--- src/rtl/ib_pkg.sv ---
// Shared types for the instruction-buffer dispatch slice: the buffered entry
// layout and the register-hazard helper used by the pair check.
package ib_pkg;

    typedef struct packed {
        logic [31:0] pc;
        logic [31:0] inst;
        logic [4:0]  rd;
        logic [4:0]  rj;
        logic [4:0]  rk;
        logic        rd_we;
        logic        solo;
    } ib_entry_t;

    localparam int unsigned IB_ENTRY_W = $bits(ib_entry_t);
    localparam logic [4:0]  REG_ZERO   = 5'd0;

    // The zero register is hardwired, so writing it never creates a dependency.
    function automatic logic raw_hazard(input ib_entry_t older, input ib_entry_t younger);
        return older.rd_we && (older.rd != REG_ZERO) &&
               ((older.rd == younger.rj) || (older.rd == younger.rk));
    endfunction

endpackage

--- src/rtl/ib_pair_check.sv ---
// Combinational dual-issue legality check for the two oldest buffered entries.
// Also intended for reuse by the rename stage.
module ib_pair_check
    import ib_pkg::*;
(
    input  ib_entry_t  entry0_i,
    input  ib_entry_t  entry1_i,
    input  logic [1:0] head_valid_i,
    output logic       pair_ok_o
);

    // Solo covers serialising ops in either slot and branches in slot 1;
    // the predecoder folds all of those into the single solo bit.
    assign pair_ok_o = (&head_valid_i) &&
                       !entry0_i.solo && !entry1_i.solo &&
                       !raw_hazard(entry0_i, entry1_i);

    logic unused_fields;
    assign unused_fields = ^{entry0_i.pc, entry0_i.inst, entry0_i.rj, entry0_i.rk,
                             entry1_i.pc, entry1_i.inst, entry1_i.rd, entry1_i.rd_we};

endmodule

--- src/rtl/ib_dispatch.sv ---
// Dual-issue dispatch stage behind the instruction-buffer FIFO.
// Optional performance counters: define IB_DISPATCH_PERF_CNT_EN.
module ib_dispatch
    import ib_pkg::*;
#(
    parameter int unsigned DATA_WIDTH = 81,
    parameter bit          PAIR_EN    = 1'b1
) (
    input  logic                      clk,
    input  logic                      reset_n,
    input  logic                      flush,
    input  logic [1:0]                head_valid,
    input  logic [1:0][DATA_WIDTH-1:0] fifo_data,
    output logic [1:0]                dqueue_en,
    output logic [1:0]                invalid_en,
    output logic [1:0]                issue_valid,
    output logic [1:0][DATA_WIDTH-1:0] issue_data,
    input  logic                      issue_ready,
    output logic [31:0]               perf_dual,
    output logic [31:0]               perf_single,
    output logic [31:0]               perf_stall
);

    ib_entry_t entry0, entry1;
    logic      pair_ok;
    logic      can_accept;
    logic      iss0, iss1;
    logic [1:0] pop;

    logic [1:0]                 issue_valid_q, issue_valid_d;
    logic [1:0][DATA_WIDTH-1:0] issue_data_q,  issue_data_d;

    assign entry0 = ib_entry_t'(fifo_data[0]);
    assign entry1 = ib_entry_t'(fifo_data[1]);

    ib_pair_check u_pair_check (
        .entry0_i     (entry0),
        .entry1_i     (entry1),
        .head_valid_i (head_valid),
        .pair_ok_o    (pair_ok)
    );

    assign can_accept = !(|issue_valid_q) || issue_ready;
    assign iss0       = can_accept && head_valid[0] && !flush;
    assign iss1       = iss0 && PAIR_EN && pair_ok;

    // FIFO strobes are forced low while reset is asserted so no pop escapes.
    assign pop        = reset_n ? {iss1, iss0} : 2'b00;
    assign invalid_en = pop;
    assign dqueue_en  = reset_n ? head_valid : 2'b00;

    always_comb begin
        issue_valid_d = issue_valid_q;
        issue_data_d  = issue_data_q;
        if (flush) begin
            issue_valid_d = '0;
        end else if (can_accept) begin
            issue_valid_d = {iss1, iss0};
            issue_data_d  = fifo_data;
        end
    end

    always_ff @(posedge clk or negedge reset_n) begin
        if (!reset_n) begin
            issue_valid_q <= '0;
            issue_data_q  <= '0;
        end else begin
            issue_valid_q <= issue_valid_d;
            issue_data_q  <= issue_data_d;
        end
    end

    assign issue_valid = issue_valid_q;
    assign issue_data  = issue_data_q;

`ifdef IB_DISPATCH_PERF_CNT_EN
    logic [31:0] perf_dual_q,   perf_dual_d;
    logic [31:0] perf_single_q, perf_single_d;
    logic [31:0] perf_stall_q,  perf_stall_d;

    always_comb begin
        perf_dual_d   = perf_dual_q   + {31'd0, (pop == 2'b11)};
        perf_single_d = perf_single_q + {31'd0, (pop == 2'b01)};
        perf_stall_d  = perf_stall_q  + {31'd0, (head_valid[0] && (pop == 2'b00))};
    end

    always_ff @(posedge clk or negedge reset_n) begin
        if (!reset_n) begin
            perf_dual_q   <= '0;
            perf_single_q <= '0;
            perf_stall_q  <= '0;
        end else begin
            perf_dual_q   <= perf_dual_d;
            perf_single_q <= perf_single_d;
            perf_stall_q  <= perf_stall_d;
        end
    end

    assign perf_dual   = perf_dual_q;
    assign perf_single = perf_single_q;
    assign perf_stall  = perf_stall_q;
`else
    assign perf_dual   = '0;
    assign perf_single = '0;
    assign perf_stall  = '0;
`endif

endmodule

--- config.mk ---
export PLATFORM = sky130hd
export DESIGN_NAME = ib_dispatch
export DESIGN_NICKNAME = d
export VERILOG_FILES = /design/src/rtl/ib_pkg.sv /design/src/rtl/ib_pair_check.sv /design/src/rtl/ib_dispatch.sv
export SDC_FILE = /design/constraint.sdc
export NUM_CORES = 1
export LEC_CHECK = 0
export ABC_AREA = 1
export CORE_AREA = 2 2 169 171
export DETAILED_ROUTE_END_ITERATION = 6
export DIE_AREA = 0 0 171 173
export PLACE_DENSITY_LB_ADDON = 0.05
export SLEW_MARGIN = 10
export SYNTH_ARGS = -nofsm -noshare
export SYNTH_HDL_FRONTEND = slang
export SYNTH_SLANG_ARGS = --single-unit
--- constraint.sdc ---
create_clock -name clk -period 2.05 [get_ports clk]
set_clock_uncertainty 0.1 [all_clocks]
set_input_delay 0.3075 -clock clk [delete_from_list [all_inputs] [get_ports clk]]
set_output_delay 0.3075 -clock clk [all_outputs]
set_load 0.01 [all_outputs]
==> results.yml <==
cells_and_area:
  nNetsFinal: 1053
  multi_input_area_um2: 2820
  seqCellArea_um2: 4100
  synthToLayoutAreaGrowth_pct: 55.7
  fill_cells: 2602
  drive_gt1_share_pct: 24.1
placed_design:
  place.gp.congestion: 0.899
  place_hpwl_um: 15800
  dp_slack_ps: -305
  numPortBuffers: 335
synth:
  yosysUniqueCellTypes: 18
  ys_seq_elements: 164
  syn_inst: 525
  syn_avg_cell_area_um2: 14.3
  netlist_area_um2: 7510
  yosysSeqAreaShare_pct: 54.6
  synth_warnings: 0
run_status:
  violations: "hold timing"
  status: "finished, violations left"
flow_run:
  max-cap-violations: 0
global_route:
  grtUsageTotal_pct: 14.4
  grt_pass1_wl_um: 32200
  grt_max_degree: 164
  grt_pass1_vias: 5185
  grt-ovfl-total: 0
  antenna_found_initial: 2
routing:
  drtPass1Iterations: 4
  via_count: 4913
  wire_per_inst_um: 16.9
  drtIter0Drc: 176
  drc_errors: 0
  wl_um: 21600
  final_antenna_net_count: 0
  avgViaCountPerCell: 3.84
sta:
  setup_slack_ps: 106
  slew-limit-headroom_pct: 36.9
  finalSetupViolCount: 0
  slew_violations: 0
  post-route-period-util_pct: 94.8
  worst_pin_slew_ps: 946
  fmax_mhz: 514
  hold_ws_ps: -34.2
  fin_crit_ps: 1940
  finalHoldViolations: 51
pwr:
  combPwrFrac_pct: 25.1
  p_sw_mw: 2.63
  seqPwrFrac_pct: 39.9
  power.share.clock_pct: 34.9
  power-per-cell-area_nw_per_um2: 826
  leakage_nw: 5.44
  p_int_mw: 7.04
  swShare_pct: 27.2
  ir_drop_uv: 434
clock_network:
  clkLatencyLatePin_ps: 420
  clk_pin_slew_ps: 80
  htreeDepth: 4
  clkSinkCount: 164
  cts_tree: "built"
  cts_buffers: 17
  clockBufferDepth: 2
  cts_root_buf: "clkbuf_16"
setup_path:
  critPathMaxFanout: 2
  endpoint_kind: "output pin"
  start_kind: "register"
  r2r_start: "issue_valid[1]"
  arrival_ps: 1540
  crit_required_ps: 1640
  critPathKind: "register to output pin"
  startpoint: "issue_valid[0]"
die:
  rows: 61
  dieArea_um2: 29600
  ioPinCount: 432
  initial_core_util_pct: 27.2
  core_area_um2: 27600
  die_h_um: 173
  fp.dieW_um: 171
min_path:
  hold_path.class: "input pin to asynchronous set/reset pin"
routing by layer:
metal	vias up	wire, um	track usage (%)
met2	233	10600	23.8
met3	15	2160	6.00
met5	-	0	0
met4	0	244	3.92
met1	2397	8630	17.0
li1	2268	-	-
cells in the final DEF (no fill, tap or decap):
cell type	instances
clkdlybuf4s50_1	323
diode_2	2
o21ai_0	13
o21bai_4	1
nor2_1	8
o21ai_1	1
inv_6	4
mux2_4	110
buf_4	21
clkbuf_1	1
clkinvlp_4	1
inv_1	16
inv_2	3
clkinv_8	2
xnor2_1	2
buf_6	1
dlymetal6s2s_1	9
clkbuf_16	17
nand2_8	1
nand2_2	1
mux2_2	39
nor2_2	1
conb_1	96
dfrtp_1	164
nand4_1	1
clkinv_4	1
bufinv_16	2
nand2_1	43
nor3_2	1
buf_12	4
nand3_1	4
inv_8	4
dlygate4sd3_1	1
buf_2	2
Yosys cell counts:
library cell | n | area (um^2)
buf_2 | 4 | 20.0
buf_4 | 96 | 721
buf_6 | 14 | 158
clkbuf_1 | 1 | 3.75
conb_1 | 1 | 3.75
dfrtp_1 | 164 | 4100
inv_1 | 19 | 71.3
mux2_2 | 39 | 439
mux2_4 | 110 | 1650
nand2_1 | 44 | 165
nand2_2 | 1 | 6.26
nand3_1 | 4 | 20.0
nand4_1 | 1 | 6.26
nor2_1 | 9 | 33.8
nor3_1 | 1 | 5.00
o21ai_0 | 14 | 70.1
o21bai_4 | 1 | 18.8
xnor2_1 | 2 | 17.5
cell type report:
type / count / area share (%)
repair buffers: 361 / 30.9
multi-input cells: 322 / 24.1
inverters: 19 / 0.609
well taps: 378 / 4.04
flip-flops and latches: 164 / 35.1
clock buffers: 18 / 3.67
diodes: 2 / 0.0428
clock inverters: 14 / 1.61
state kept, by name, summed over array words and instances, names as in the netlist:
signal / cells
issue_data: 162
issue_valid: 2
worst paths after layout:
path / end / slack [ps] / cells after the start
max: invalid_en[1] / 110 / 6
min: issue_data[63] / -30 / 2
max reg2reg: issue_data[64] / 160 / 5
min reg2reg: issue_data[15] / 390 / 2
max in group asynchronous: issue_data[32] / 1160 / 2
min in group clk: issue_data[14] / 160 / 3
power groups by stage:
stage               clock [mW]  sequential [mW]  combinational [mW]
floorplan                    0             4.10               0.958
global placement             0             3.91                2.46
detailed placement           0             3.93                2.45
CTS                       3.53             3.87                2.47
global route              3.66             3.92                2.59
finish                    3.38             3.86                2.43
worst max-delay path, cell delays in order, from the launching register on:
cell and delay [ps]:
dfrtp_1 410, o21bai_4 220, nand2_8 60, nor3_2 140, nand2_2 70, nor2_1 80, buf_2 130
stage by stage:
| step | cells | area (um^2) | util [%] | TNS (ps) | total power, mW |
|---|---|---|---|---|---|
| after floorplan | 620 | 7870 | - | 0 | 5.06 |
| after global placement | 1241 | 11000 | 39.9 | -20320 | 6.37 |
| after detailed placement | 1241 | 11000 | 39.9 | -23400 | 6.38 |
| after CTS | 1275 | 11700 | 42.2 | 0 | 9.87 |
| after global routing | 1276 | 11700 | 42.3 | -15.2 | 10.2 |
| final | 1278 | 11700 | 42.4 | 0 | 9.67 |
timing repair:
action                     in CTS  in global routing
hold endpoints to repair        1                  0
pin swaps                       1                  2
setup endpoints to repair       2                  2
setup buffers                   1                  1
gates resized for setup         9                 15
hold buffers                    1                  0
cell families (layout without fill, tap and decap cells):
group | after synthesis | count (layout) | synth area share [%]
flops | 164 | 164 | 54.6
mux | 149 | 149 | 27.8
buf+inv | 134 | 412 | 13.0
simple gates | 60 | 60 | 3.15
compound gates | 15 | 15 | 1.18
xor+xnor | 2 | 2 | 0.233
other cells | 1 | 98 | 0.0499
No activity file was read; power rests on OpenSTA's default activity.
